===== src/rtl/execute_unit.sv =====
// Execute stage: single-cycle ALU ops plus an iterative shift-add multiplier,
// presenting {idx,val} and Z/C flags to writeback over a valid/ready handshake.
module execute_unit #(
    parameter int unsigned DATA_W = 8,
    parameter int unsigned IDX_W  = 2
) (
    input  logic              clk,
    input  logic              rst_n,
    input  logic              valid,
    output logic              ready,
    input  logic [3:0]        opcode,
    input  logic [DATA_W-1:0] src1,
    input  logic [DATA_W-1:0] src2,
    input  logic [IDX_W-1:0]  dst_idx,
    output logic              wb_valid,
    input  logic              wb_ready,
    output logic [IDX_W-1:0]  wb_idx,
    output logic [DATA_W-1:0] wb_val,
    output logic              flag_z,
    output logic              flag_c,
    output logic              illegal,
    output logic              busy
);

    localparam int unsigned PROD_W  = 2 * DATA_W;
    localparam int unsigned CNT_W   = (DATA_W > 1) ? $clog2(DATA_W) : 1;
    localparam int unsigned SHAMT_W = 3;

    localparam logic [3:0] OP_MOV = 4'd0;
    localparam logic [3:0] OP_ADD = 4'd1;
    localparam logic [3:0] OP_SUB = 4'd2;
    localparam logic [3:0] OP_AND = 4'd3;
    localparam logic [3:0] OP_OR  = 4'd4;
    localparam logic [3:0] OP_XOR = 4'd5;
    localparam logic [3:0] OP_SHL = 4'd6;
    localparam logic [3:0] OP_SHR = 4'd7;
    localparam logic [3:0] OP_MUL = 4'd8;

    typedef enum logic [1:0] {
        S_IDLE = 2'd0,
        S_MUL  = 2'd1,
        S_DONE = 2'd2
    } state_t;

    state_t              state;
    logic [PROD_W-1:0]   mul_acc;
    logic [PROD_W-1:0]   mul_mcand;
    logic [DATA_W-1:0]   mul_mplier;
    logic [CNT_W-1:0]    mul_cnt;
    logic [PROD_W-1:0]   mul_step;
    logic                accept;
    logic [SHAMT_W-1:0]  shamt;
    logic [DATA_W:0]     ext;
    logic [DATA_W-1:0]   alu_val;
    logic                alu_c;

    // A finished result can be retired and replaced on the same edge.
    assign ready    = (state == S_IDLE) | ((state == S_DONE) & wb_ready);
    assign accept   = valid & ready;
    assign shamt    = src2[SHAMT_W-1:0];
    assign mul_step = mul_acc + (mul_mplier[0] ? mul_mcand : PROD_W'(0));

    // Single-cycle ALU result and carry, evaluated on the incoming operands.
    always_comb begin
        ext     = '0;
        alu_val = '0;
        alu_c   = 1'b0;
        case (opcode)
            OP_MOV: alu_val = src2;
            OP_ADD: begin
                ext     = {1'b0, src1} + {1'b0, src2};
                alu_val = ext[DATA_W-1:0];
                alu_c   = ext[DATA_W];
            end
            OP_SUB: begin
                ext     = {1'b0, src1} - {1'b0, src2};
                alu_val = ext[DATA_W-1:0];
                alu_c   = ext[DATA_W];
            end
            OP_AND: alu_val = src1 & src2;
            OP_OR:  alu_val = src1 | src2;
            OP_XOR: alu_val = src1 ^ src2;
            OP_SHL: begin
                // Bit DATA_W catches the last bit pushed out of the MSB.
                ext     = {1'b0, src1} << shamt;
                alu_val = ext[DATA_W-1:0];
                alu_c   = ext[DATA_W];
            end
            OP_SHR: begin
                // Bit 0 catches the last bit pushed out of the LSB.
                ext     = {src1, 1'b0} >> shamt;
                alu_val = ext[DATA_W:1];
                alu_c   = ext[0];
            end
            default: ;
        endcase
    end

    // Control FSM, multiplier datapath and registered writeback outputs.
    always_ff @(posedge clk or negedge rst_n) begin
        if (!rst_n) begin
            state      <= S_IDLE;
            wb_valid   <= 1'b0;
            wb_idx     <= '0;
            wb_val     <= '0;
            flag_z     <= 1'b0;
            flag_c     <= 1'b0;
            illegal    <= 1'b0;
            busy       <= 1'b0;
            mul_acc    <= '0;
            mul_mcand  <= '0;
            mul_mplier <= '0;
            mul_cnt    <= '0;
        end else begin
            illegal <= 1'b0;
            case (state)
                S_IDLE, S_DONE: begin
                    if (accept) begin
                        if (opcode == OP_MUL) begin
                            state      <= S_MUL;
                            busy       <= 1'b1;
                            wb_valid   <= 1'b0;
                            wb_idx     <= dst_idx;
                            mul_acc    <= '0;
                            mul_mcand  <= PROD_W'(src1);
                            mul_mplier <= src2;
                            mul_cnt    <= '0;
                        end else if (opcode < OP_MUL) begin
                            state    <= S_DONE;
                            wb_valid <= 1'b1;
                            wb_idx   <= dst_idx;
                            wb_val   <= alu_val;
                            flag_z   <= (alu_val == '0);
                            flag_c   <= alu_c;
                        end else begin
                            state    <= S_IDLE;
                            wb_valid <= 1'b0;
                            illegal  <= 1'b1;
                        end
                    end else if ((state == S_DONE) && wb_ready) begin
                        state    <= S_IDLE;
                        wb_valid <= 1'b0;
                    end
                end
                S_MUL: begin
                    mul_acc    <= mul_step;
                    mul_mcand  <= mul_mcand << 1;
                    mul_mplier <= mul_mplier >> 1;
                    mul_cnt    <= mul_cnt + CNT_W'(1);
                    if (mul_cnt == CNT_W'(DATA_W - 1)) begin
                        state    <= S_DONE;
                        busy     <= 1'b0;
                        wb_valid <= 1'b1;
                        wb_val   <= mul_step[DATA_W-1:0];
                        flag_z   <= (mul_step[DATA_W-1:0] == '0);
                        flag_c   <= |mul_step[PROD_W-1:DATA_W];
                    end
                end
                default: state <= S_IDLE;
            endcase
        end
    end

endmodule


===== config.mk =====
export PLATFORM = sky130hd
export DESIGN_NAME = execute_unit
export DESIGN_NICKNAME = d
export VERILOG_FILES = /design/src/rtl/execute_unit.sv
export SDC_FILE = /design/constraint.sdc
export NUM_CORES = 1
export LEC_CHECK = 0
export ABC_CLOCK_PERIOD_IN_PS = 3600
export BUFFER_PORTS_ARGS = -buffer_cell sky130_fd_sc_hd__buf_2
export CORE_MARGIN = 4
export CORE_UTILIZATION = 55
export DETAILED_ROUTE_END_ITERATION = 6
export PLACE_DENSITY = 0.74
export RECOVER_POWER = 25
export SETUP_SLACK_MARGIN = 0.05
export SYNTH_ARGS = -nofsm -noshare
export SYNTH_HDL_FRONTEND = slang
export SYNTH_SLANG_ARGS = --single-unit

===== constraint.sdc =====
create_clock -name clk -period 3.6 [get_ports clk]
set_input_delay 0 -clock clk [delete_from_list [all_inputs] [get_ports clk]]
set_output_delay 0 -clock clk [all_outputs]
set_load 0.01 [all_outputs]

==> flow_metrics.tcl <==
set metrics [dict create \
    floorplan.initialDensity_pct 56.71 \
    placementRows 35 \
    r2r_setup_slack_ns 0.66 \
    synthCells 649 \
    clk_path_buf_depth 2 \
    max_freq_ghz 0.3113 \
    synth-xor-area-share_pct 2.994 \
    synth-edff-count 0 \
    antenna_found_initial 0 \
    cts-resized-gates 0 \
    report.final.slew_viol_count 0 \
    dieArea_um2 11200 \
    syn-cell-area_um2 5265 \
    finClkSkew_ns 0.01402 \
    grt.total_usage_pct 27.55 \
    min_period_ns 3.212 \
    hold_path_class "in -> reg" \
    r2r-start "mul_mplier[0]" \
    vias 5069 \
    die_x_um 105.8 \
    setup_tns_ns 0 \
    route.detailed.drc 0 \
    cts_tree "done" \
    cp-start-kind "primary input" \
    clock_latency_ns 0.34 \
    drt_first_iter_violations 328 \
    core_area_um2 9284 \
    nets 750 \
    post-route-period-util_pct 89.23 \
    grt_pass1_wl_um 24560 \
    endpoint_kind "flop" \
    synth_warnings 0 \
    wl_per_cell_um 18.74 \
    cts.clk_slew.worst_paths_ns 0.07 \
    first_pass_iters 5 \
    grt_max_degree 43 \
    synth-main-ff-cell "dfrtp_1" \
    critical_path.max_fanout 8 \
    synth_top_family_by_area "simple AND/OR/NAND/NOR gates" \
    synth_seq_area_share_pct 28.52 \
    drive_above_1_share_pct 10.83 \
    synth_fa_ha_area_share_pct 11.36 \
    synthArstFlopShare_pct 100.0 \
    syn_avg_cell_area_um2 8.113 \
    fillers 827 \
    dp_hpwl_um 11460 \
    cts_hold_buf 10 \
    tightest_slew_ns 1.339 \
    cts_sinks 60 \
    area_growth_pct 10.67 \
    worstPathArrival_ns 3.47 \
    power_density_nw_per_um2 605.8 \
    gp_congestion 0.9495 \
    route.met2.wl_um 7273 \
    status "finished clean" \
    h-tree-depth 3 \
    ios 42 \
    layout.cells.non_filler 812 \
    die_h_um 105.8 \
    ys_ff_latch 60 \
    synth_mux_area_share_pct 7.082 \
    routed.top_layer "met4" \
    routed_wl_um 15220 \
    ys_types 71 \
    r2r_cells 8 \
    rsz0062_at_grt "false" \
    maxSlewHeadroom_pct 10.70 \
    max-vdd-ir-drop_mv 0.2611 \
    synth_compound_area_share_pct 22.29 \
    worstPathRequired_ns 3.85 \
    hold_violations 0 \
    timing.rr.end "flag_c" \
    ant_nets 0 \
    endpoint "flag_z" \
    power.total_mw 3.530 \
    met1_length_um 6586 \
    crit_type "in -> reg" \
    post-route-cell-area_um2 5827 \
    startpoint "src2[2]" \
    postCtsSetupBuffers 0 \
    clockRootBuffer "clkbuf_8" \
    place_area_um2 5539 \
    p_leak_nw 2.661 \
    cts_buffers 9 \
    met3_length_um 956 \
    first_global_vias 4739 \
    placed_cells 786 \
    synth-simple-area-share_pct 22.62 \
    vias_per_cell 6.243 \
    globalRoute.totalOverflow 0 \
    num_antenna_cells 0 \
    setup_viol 0 \
    io_buffer_count 41 \
    max-cap-violations 0 \
    syn_nets 721 \
]
## metrics by stage
step / util [%] / hold slack (ns) / worst slack [ns]
global placement: 59.66 / 0.01610 / 0.5328
finish: 62.76 / 0.03488 / 0.3877
floorplan: - / -0.2956 / 0.7770
detailed placement: 59.66 / 0.02215 / 0.5169
global route: 62.76 / 0.04941 / 0.3226
CTS: 62.92 / 0.01610 / 0.4396
## synthesized netlist by cell type, types with 5 or more instances
master    number  area share (%)
a211oi_1       5            0.71
a21o_1        10             1.4
a21oi_1       32             3.0
a221oi_1       6             1.0
a22oi_1        7             1.0
a31oi_1       21             2.5
and2_1        20             2.4
clkbuf_1      36             2.6
dfrtp_1       60              29
ha_1          43              10
inv_1         30             2.1
mux2i_1       11             2.1
mux4_2         9             3.8
nand2_1      107             7.6
nand2b_1       5            0.59
nand3_1       15             1.4
nand3b_1       5            0.71
nor2_1        43             3.1
nor2b_1        7            0.83
nor3_1        18             1.7
o211ai_1       8             1.1
o21ai_0       46             4.4
o31ai_1        6            0.86
xnor2_1       12             2.0
xor2_1         6             1.0
## metal layers
metal	vias up	track usage, %
li1	2394	-
met1	2438	37.17
met2	207	45.54
met3	30	4.287
met4	0	8.603
met5	-	0
## critical path: stages
cell and delay [ns]:
dlygate4sd3_1 0.52, buf_2 0.18, inv_1 0.10, ha_1 0.46, xnor2_1 0.15, a2111oi_0 0.11, a311oi_1 0.34, or4b_1 0.50
or4_1 0.52, or4_1 0.42, o211ai_2 0.14
## how the worst min path moves through the flow
stage                         endpoint     from  slack (ns)  cells after the start
after floorplan                   busy    rst_n       -0.30                      0
after global placement       wb_val[3]    rst_n        0.02                      1
after detailed placement          busy    rst_n        0.02                      1
after CTS                 mul_mcand[6]  src1[6]        0.02                      3
after global routing      mul_mcand[6]  src1[6]        0.05                      3
final                     mul_mcand[6]  src1[6]        0.03                      3
## state kept, by name, indices dropped and copies added (netlist names), 2 cells and up
signal / cells
mul_mcand: 16
wb_val: 8
state: 2
mul_mplier: 8
mul_acc: 16
wb_idx: 2
mul_cnt: 3
## cell type report
cell class / count / area (um2) / share of cell area (%)
multi-input combinational: 518 / 3498 / 60.04
sequential: 60 / 1501 / 25.77
timing repair buffer: 59 / 350.3 / 6.012
tap: 129 / 161.4 / 2.770
clock buffer: 12 / 155.1 / 2.663
inverter: 30 / 112.6 / 1.933
clock inverter: 4 / 47.55 / 0.8160
## cell families (layout without fill, tap and decap cells)
group                      after synthesis  after routing
buffers and inverters                   71            105
xor gates and xnor gates                18             18
adders and majority gates               46             46
muxes                                   24             24
and+or+nand+nor                        251            251
DFF                                     60             60
AOI/OAI and AO/OA                      179            179
## placed cells by master, fill, tap and decap left out, types with 11 or more instances in the layout
cell type	count
nand3_1	15
ha_1	43
nor3_1	18
mux2i_1	11
nor2_1	43
clkbuf_8	11
o21ai_0	46
a31oi_1	21
clkbuf_1	13
and2_1	20
inv_1	30
dfrtp_1	60
a21oi_1	32
xnor2_1	12
nand2_1	106
buf_2	29
## power breakdown
group | switching [mW] | total (mW) | internal, mW
sequential | 0.189 | 1.12 | 0.933
clock | 0.281 | 0.637 | 0.356
combinational | 1.05 | 1.77 | 0.722
total | 1.52 | 3.53 | 2.01
No activity file was read; power rests on OpenSTA's default activity.
